[src/rtl/cam_pipe_sequencer.sv]
// Camera power-up / streaming sequencer for the clk_100 domain.
// Power-cycles the sensor, loads it over I2C, releases CSI reset, watches frames.
module cam_pipe_sequencer #(
  parameter int unsigned PWR_CYC       = 2_000_000,
  parameter int unsigned SETTLE_CYC    = 1_000_000,
  parameter int unsigned I2C_TMO_CYC   = 10_000_000,
  parameter int unsigned FRAME_TMO_CYC = 20_000_000,
  parameter int unsigned MAX_RETRY     = 3,
  parameter int unsigned TMR_W         = 32,
  parameter int unsigned FCNT_W        = 16
) (
  input  logic              clk,
  input  logic              areset_n,
  input  logic              enable,
  input  logic              i2c_done,
  input  logic              i2c_err,
  input  logic              csi_in_frame,
  output logic              cam_en,
  output logic              i2c_start,
  output logic              csi_reset,
  output logic              streaming,
  output logic              fault,
  output logic [2:0]        state_o,
  output logic [1:0]        retry_cnt,
  output logic [FCNT_W-1:0] frame_cnt
);

  typedef enum logic [2:0] {
    S_IDLE        = 3'd0,
    S_PWR_OFF     = 3'd1,
    S_PWR_ON      = 3'd2,
    S_I2C_RUN     = 3'd3,
    S_STREAM_WAIT = 3'd4,
    S_STREAM      = 3'd5,
    S_RETRY       = 3'd6,
    S_FAULT       = 3'd7
  } state_t;

  localparam logic [TMR_W-1:0] T_PWR = TMR_W'(PWR_CYC - 1);
  localparam logic [TMR_W-1:0] T_SET = TMR_W'(SETTLE_CYC - 1);
  localparam logic [TMR_W-1:0] T_I2C = TMR_W'(I2C_TMO_CYC - 1);
  localparam logic [TMR_W-1:0] T_FRM = TMR_W'(FRAME_TMO_CYC - 1);
  localparam logic [1:0]       R_MAX = 2'(MAX_RETRY);

  state_t             state, state_n;
  logic [TMR_W-1:0]   tmr, tmr_n;
  logic [1:0]         retry_n;
  logic [FCNT_W-1:0]  fcnt_n;
  logic               start_n;
  logic               tmr_clr;
  logic               sync1, sync2, sync2_d;
  logic               frame_edge;

  // csi_in_frame comes from the byte-clock domain
  always_ff @(posedge clk or negedge areset_n) begin
    if (!areset_n) begin
      sync1   <= 1'b0;
      sync2   <= 1'b0;
      sync2_d <= 1'b0;
    end else begin
      sync1   <= csi_in_frame;
      sync2   <= sync1;
      sync2_d <= sync2;
    end
  end

  assign frame_edge = sync2 & ~sync2_d;

  always_comb begin
    state_n = state;
    retry_n = retry_cnt;
    start_n = 1'b0;
    tmr_clr = 1'b0;
    if (state != S_IDLE && !enable) begin
      state_n = S_IDLE;
    end else begin
      unique case (state)
        S_IDLE: begin
          if (enable) state_n = S_PWR_OFF;
        end
        S_PWR_OFF: begin
          if (tmr == T_PWR) state_n = S_PWR_ON;
        end
        S_PWR_ON: begin
          if (tmr == T_SET) begin
            state_n = S_I2C_RUN;
            start_n = 1'b1;
          end
        end
        S_I2C_RUN: begin
          if (i2c_err || tmr == T_I2C) state_n = S_RETRY;
          else if (i2c_done)           state_n = S_STREAM_WAIT;
        end
        S_STREAM_WAIT: begin
          if (frame_edge)        state_n = S_STREAM;
          else if (tmr == T_FRM) state_n = S_RETRY;
        end
        S_STREAM: begin
          if (frame_edge)        tmr_clr = 1'b1;
          else if (tmr == T_FRM) state_n = S_RETRY;
        end
        S_RETRY: begin
          if (retry_cnt == R_MAX) begin
            state_n = S_FAULT;
          end else begin
            state_n = S_PWR_OFF;
            retry_n = retry_cnt + 2'd1;
          end
        end
        S_FAULT: begin
          state_n = S_FAULT;
        end
      endcase
    end
    // A good stream or an explicit stop forgives earlier failures
    if (state_n != state &&
        (state_n == S_IDLE || state_n == S_STREAM))
      retry_n = 2'd0;
  end

  always_comb begin
    tmr_n = tmr;
    if (state_n != state || tmr_clr)
      tmr_n = '0;
    else if (tmr != '1)
      tmr_n = tmr + TMR_W'(1);
  end

  always_comb begin
    fcnt_n = frame_cnt;
    if (state_n == S_STREAM_WAIT && state != S_STREAM_WAIT)
      fcnt_n = '0;
    else if (frame_edge &&
             (state == S_STREAM_WAIT || state == S_STREAM))
      fcnt_n = frame_cnt + FCNT_W'(1);
  end

  always_ff @(posedge clk or negedge areset_n) begin
    if (!areset_n) begin
      state     <= S_IDLE;
      tmr       <= '0;
      retry_cnt <= 2'd0;
      frame_cnt <= '0;
      cam_en    <= 1'b0;
      i2c_start <= 1'b0;
      csi_reset <= 1'b1;
      streaming <= 1'b0;
      fault     <= 1'b0;
    end else begin
      state     <= state_n;
      tmr       <= tmr_n;
      retry_cnt <= retry_n;
      frame_cnt <= fcnt_n;
      i2c_start <= start_n;
      cam_en    <= state_n inside {S_PWR_ON, S_I2C_RUN,
                                   S_STREAM_WAIT, S_STREAM};
      csi_reset <= !(state_n inside {S_STREAM_WAIT, S_STREAM});
      streaming <= (state_n == S_STREAM);
      fault     <= (state_n == S_FAULT);
    end
  end

  assign state_o = state;

endmodule
[config.mk]
export PLATFORM = sky130hd
export DESIGN_NAME = cam_pipe_sequencer
export DESIGN_NICKNAME = d
export VERILOG_FILES = /design/src/rtl/cam_pipe_sequencer.sv
export SDC_FILE = /design/constraint.sdc
export NUM_CORES = 1
export LEC_CHECK = 0
export CORE_MARGIN = 3
export CORE_UTILIZATION = 40
export CTS_CLUSTER_SIZE = 12
export DETAILED_ROUTE_END_ITERATION = 16
export SETUP_SLACK_MARGIN = 0.2
export SLEW_MARGIN = 40
export SYNTH_ARGS = -nofsm -noshare
export SYNTH_HDL_FRONTEND = slang
export SYNTH_SLANG_ARGS = --single-unit
[constraint.sdc]
create_clock -name clk -period 6.35 [get_ports clk]
set_input_delay 1.5875 -clock clk [delete_from_list [all_inputs] [get_ports clk]]
set_output_delay 1.5875 -clock clk [all_outputs]
set_load 0.01 [all_outputs]
# Word level (Yosys, flattened, before mapping)
# Index checks and enable logic that the tools add are counted.
# totals
input_bits	6
out_inout_bits	26
word_cells	83
reg_bits	61
# classes
n_eq_ne	22
bitwise_logic	2
addsub	3
n_reduce_logical	19
mux	25
# op_table
op	count
$mux 32	2
$add 32x1->32 const B	1
$eq 32x20->1 const B	1
$eq 32x21->1 const B	1
$eq 32x24->1 const B	1
$eq 32x25->1 const B	1
$mux 16	2
$ne 32x32->1 const B	1
$mux 3	10
$pmux 3 s8	1
$eq 3x3->1 const B	7
$add 16x1->16 const B	1
$eq 3x2->1 const B	4
$mux 2	4
$reduce_bool 2->1	4
$logic_not 3->1	2
$mux 1	6
$logic_and 1x1->1	4
$logic_or 1x1->1	4
$ne 2x1->1 const B	2
$reduce_bool 4->1	1
$eq 3x1->1 const B	1
$ne 3x3->1	1
$ne 3x3->1 const B	1
7 further kinds	8

# Depth between registers and ports, before layout
# logic_depth
ltp_word	10
depth_mapped	10
mapped_depth_nobuf	9

# Worst setup path before layout
# Ideal clock, no wire load.
# synth_path
path_type	input-to-reg
from	input port enable
to	register tmr[0]
cell_stages	7
setup_ps	72
arrival_ps	3209
t_required_ps	6278
setup_slack_ps	3069
path_buffers	2
cell_sequence	clkbuf_1 inv_1 nor4_1 or4_1 a2111o_1 buf_6 nor2_2
# synth_via
elab_chain_len	6
elab_cells_between_ends	10
classes_between	eq/ne (1); mux (5); reduce/logical (4)
# synth_rtl
element	line_no	rtl
from (decl)	14	input logic enable,
$mux 3 / $logic_not 1->1 (equally long branches)	79, 74	
$pmux 3 s8 / $logic_and 1x1->1 (equally long branches)	77, 74	
$mux 3	74	if (state != S_IDLE && !enable) begin
$ne 3x3->1	123	if (state_n != state || tmr_clr)
$logic_or 1x1->1 (*)	123	
$mux 32 / $reduce_bool 2->1 (equally long branches)	--	
to (signal assigned)	151	tmr <= tmr_n;
to (decl)	46	logic [TMR_W-1:0] tmr, tmr_n;
# Mark *: on every way between the ends. The rest lies on a longest branch, timed or not.
# A chain may end at the register's enable or synchronous reset.

# Worst setup path in the final report
# layout_path
from	input port enable
to	register tmr[7]
# The elaborated chain is that of the path after synthesis.

==> impl_results.md <==
* Crit-path max FO at 32
* Critical Path End Type: flop
* Clock share of power at 0.397
* Commonest cells in the netlist: 60 x dfrtp_1, 38 x nor2_1, 30 x nor2_2, 30 x xor2_1, 28 x nand3_1
* Vias after detailed routing at 2694
* PostCTS Resize Cnt at 0
* Multi-input logic area at 1830 sq um
* Period utilization at 0.578
* Combinational power share at 0.143
* Outcome: completed
* CTS max path bufs at 2
* Hold-fix buffers, CTS at 0
* Dpl ws at 2.33 ns
* Worst-Skew Late Latency at 0.34 ns
* RR Endpoint: tmr[7]$_DFFE_PN0P_
* Bufs and invs on worst path at 3
* RSZ-0062 raised after global routing: false
* Pint at 0.000699 W
* Crit path largest cell delay at 0.55 ns
* Startpoint of the worst hold path: sync1$_DFF_PN0_
* CTS tree: yes
* Number of synthesized register bits at 61
* Row count at 33
* Initial Utilization at 0.414
* First DRT Iteration DRCs at 185
* PD cells at 235 nW/um^2
* Hold EP: sync2$_DFF_PN0_
* Syn nets at 368
* Total GRT Usage at 0.164
* WS Path Type: primary input to flop
* Mapped Area at 3440 sq um
* Die width at 98.7 um
* Initial antenna violation count at 0
* Sinks on Clock Net at 61
* Fin. max-slew vios at 0
* Ratio of cells with drive above 1 in the final layout at 0.145
* Most common cell in the netlist: dfrtp_1
* Final Setup Violations at 0
* Worst reg2reg path depth at 8
* Static leakage at 1.61 nW
* Worst setup SP type: primary input
* H-Tree Depth at 3
* CP Data Arrival Time at 3.91 ns
* Core area at 8300 sq um
* Number of synthesized flops with an enable pin at 0
* Final Hold Viols at 0
* Number of global-route vias before repair at 2621
* Share of the synthesized area in the top cell type at 0.437
* WP data required at 6.59 ns
* Crit path setup slack, layout at 2.68 ns
* Post-synthesis sequential area ratio at 0.444
* Filler Cell Count at 788
* DRT Pass-1 Iters at 4
* Setup TNS at 0 ns
* Antenna diodes at 0
* Post-synth top flop: dfrtp_1
* Crit path max-delay family: buffers and inverters
* Netlist cell types at 52
* Yosys warns at 0
* Post-synth top area cell: dfrtp_1
* Worst path slowest cell: clkdlybuf4s50_1
* Synth Area in Simple Gates at 0.334
* Hpwl dp at 5.23 mm
* Max cap viols at 0
* Hold WC Path Type: flop to flop
* Worst-Margin Slew at 0.715 ns
* Largest net degree at the start of global routing at 62
* Fmax at 272 MHz
* DIE HEIGHT at 98.7 um
* IO Pins at 32
* Worst Skew at 0.00935 ns
* CP Cell Sequence: clkdlybuf4s50_1 -> inv_1 -> nor4_1 -> or4_1 -> a2111o_1 -> buf_4 -> a311oi_1
* Post-CTS Setup Repair Bufs at 0
* Post-Synth XOR/XNOR Area at 0.112
* Minimum clock period at 3.67 ns
* Multiplexer area fraction after synthesis at 0.00582
* Area contributors post-synth: dfrtp_1 44%, xor2_1 7.6%, nor2_2 5.5%, nor2_1 4.1%, nand3_1 4.1%
* Gr ovfl total at 0
* Routed WL at 7.40 mm
* R2r setup slk at 2.88 ns
* CTS Buf Count at 9
* First-pass GRT wire length at 13.0 mm
* Compound-gate portion of the synthesized area at 0.0626
* Sw frac at 0.267
* Hold Path Cell Cnt at 0
* Final #Nets at 399
* Fraction of registers with async set or reset after synthesis at 1.00
* Worst vdd ir at 0.148 mV
* Slew headroom at 0.519
* Synth Instances at 359
* Post-detailed-route wirelength per cell at 14.8 um
* CTS Root Cell: clkbuf_8
* Flop pwr share at 0.461
* Avg Vias per Cell at 5.40
* DRC violation count after routing at 0
* Adder-cell area share of the yosys netlist at 0.0109
* Reg clk slew, reported paths at 0.07 ns
* Area occupied by registers at 1530 sq um
* Layout area overhead at 18.0%
* Mean area per synthesized cell at 9.58 sq um
* NetSw at 0.000255 W
* RR Startpoint: state_o[1]$_DFF_PN0_
* Antenna viol nets, final at 0
* RePlAce Congestion at 0.890
* Main combinational cell family by area after synthesis: simple AND/OR/NAND/NOR gates
* Die area at 9750 sq um
* PortBufs at 31
* Critical path origin: enable
## how the worst max path moves through the flow
stage,end,slack (ns),depth (start not counted)
final,tmr[7]$_DFFE_PN0P_,2.68,7
after CTS,tmr[7]$_DFFE_PN0P_,2.69,7
after global placement,frame_cnt[15]$_DFFE_PN0P_,2.36,6
after detailed placement,tmr[7]$_DFFE_PN0P_,2.33,7
after global routing,tmr[7]$_DFFE_PN0P_,2.50,8
after floorplan,tmr[0]$_DFFE_PN0P_,3.07,7
## state kept, by name, summed over array words and instances (netlist names)
name and count:
retry_cnt 2, tmr 32, fault 1, state_o 3, sync1 1, sync2_d 1, csi_reset 1, i2c_start 1
streaming 1, sync2 1, frame_cnt 16, cam_en 1
## per-layer routing
layer  part of all wire  vias to the layer above  wire length, um  track usage
met3              0.052                       11              386       0.0403
li1                   -                     1342                -            -
met1               0.48                     1280             3520        0.229
met5                  0                        -                0            0
met4              0.014                        0              107       0.0546
met2               0.46                       61             3390        0.251
## power by group through the flow
stage / Combinational, W / Sequential, W / Clock [W]
detailed placement: 0.000138 / 0.000446 / 0
global route: 0.000154 / 0.000445 / 0.000410
CTS: 0.000139 / 0.000440 / 0.000392
global placement: 0.000136 / 0.000447 / 0
floorplan: 0.0000868 / 0.000446 / 0
finish: 0.000136 / 0.000440 / 0.000379
## stage by stage
| step | std cells | power (W) | utilization | hold slack [ns] | area [sq um] |
|---|---|---|---|---|---|
| after floorplan | 359 | 0.000533 | - | 0.331 | 3440 |
| after global placement | 484 | 0.000583 | 0.460 | 0.335 | 3820 |
| after detailed placement | 484 | 0.000584 | 0.463 | 0.343 | 3840 |
| after CTS | 499 | 0.000971 | 0.489 | 0.360 | 4060 |
| after global routing | 499 | 0.00101 | 0.489 | 0.366 | 4060 |
| final | 499 | 0.000954 | 0.489 | 0.356 | 4060 |
## cell type report
type | count | area share
Multi-Input combinational cell | 277 | 0.451
Clock inverter | 4 | 0.0179
Clock buffer | 11 | 0.0348
Inverter | 7 | 0.00647
Sequential cell | 61 | 0.376
Tap cell | 105 | 0.0324
Timing Repair Buffer | 34 | 0.0817
## placed cells by master (no fill, tap or decap), drive strengths merged, types with 3 or more instances in the layout
master and instances:
nand2 26, nor4 5, nand4 9, inv 7
and4 8, xor2 30, clkdlybuf4s50 30, clkbuf 11
nor4b 3, buf 4, nor4bb 3, nor3 9
and2 5, or4 5, o21ai 4, o21a 4
and3 13, xnor2 14, nor2 68, ha 3
dfrtp 60, nand3b 4, nand3 28, or3 5
## cells by family after synthesis
family / after synthesis
adder cells (fa/ha/maj): 3
flip-flops: 61
XOR/XNOR: 44
AND/OR/NAND/NOR: 200
AO/OA/AOI/OAI: 28
buffers and inverters: 21
multiplexers: 2
(Power assumes the default switching activity.)
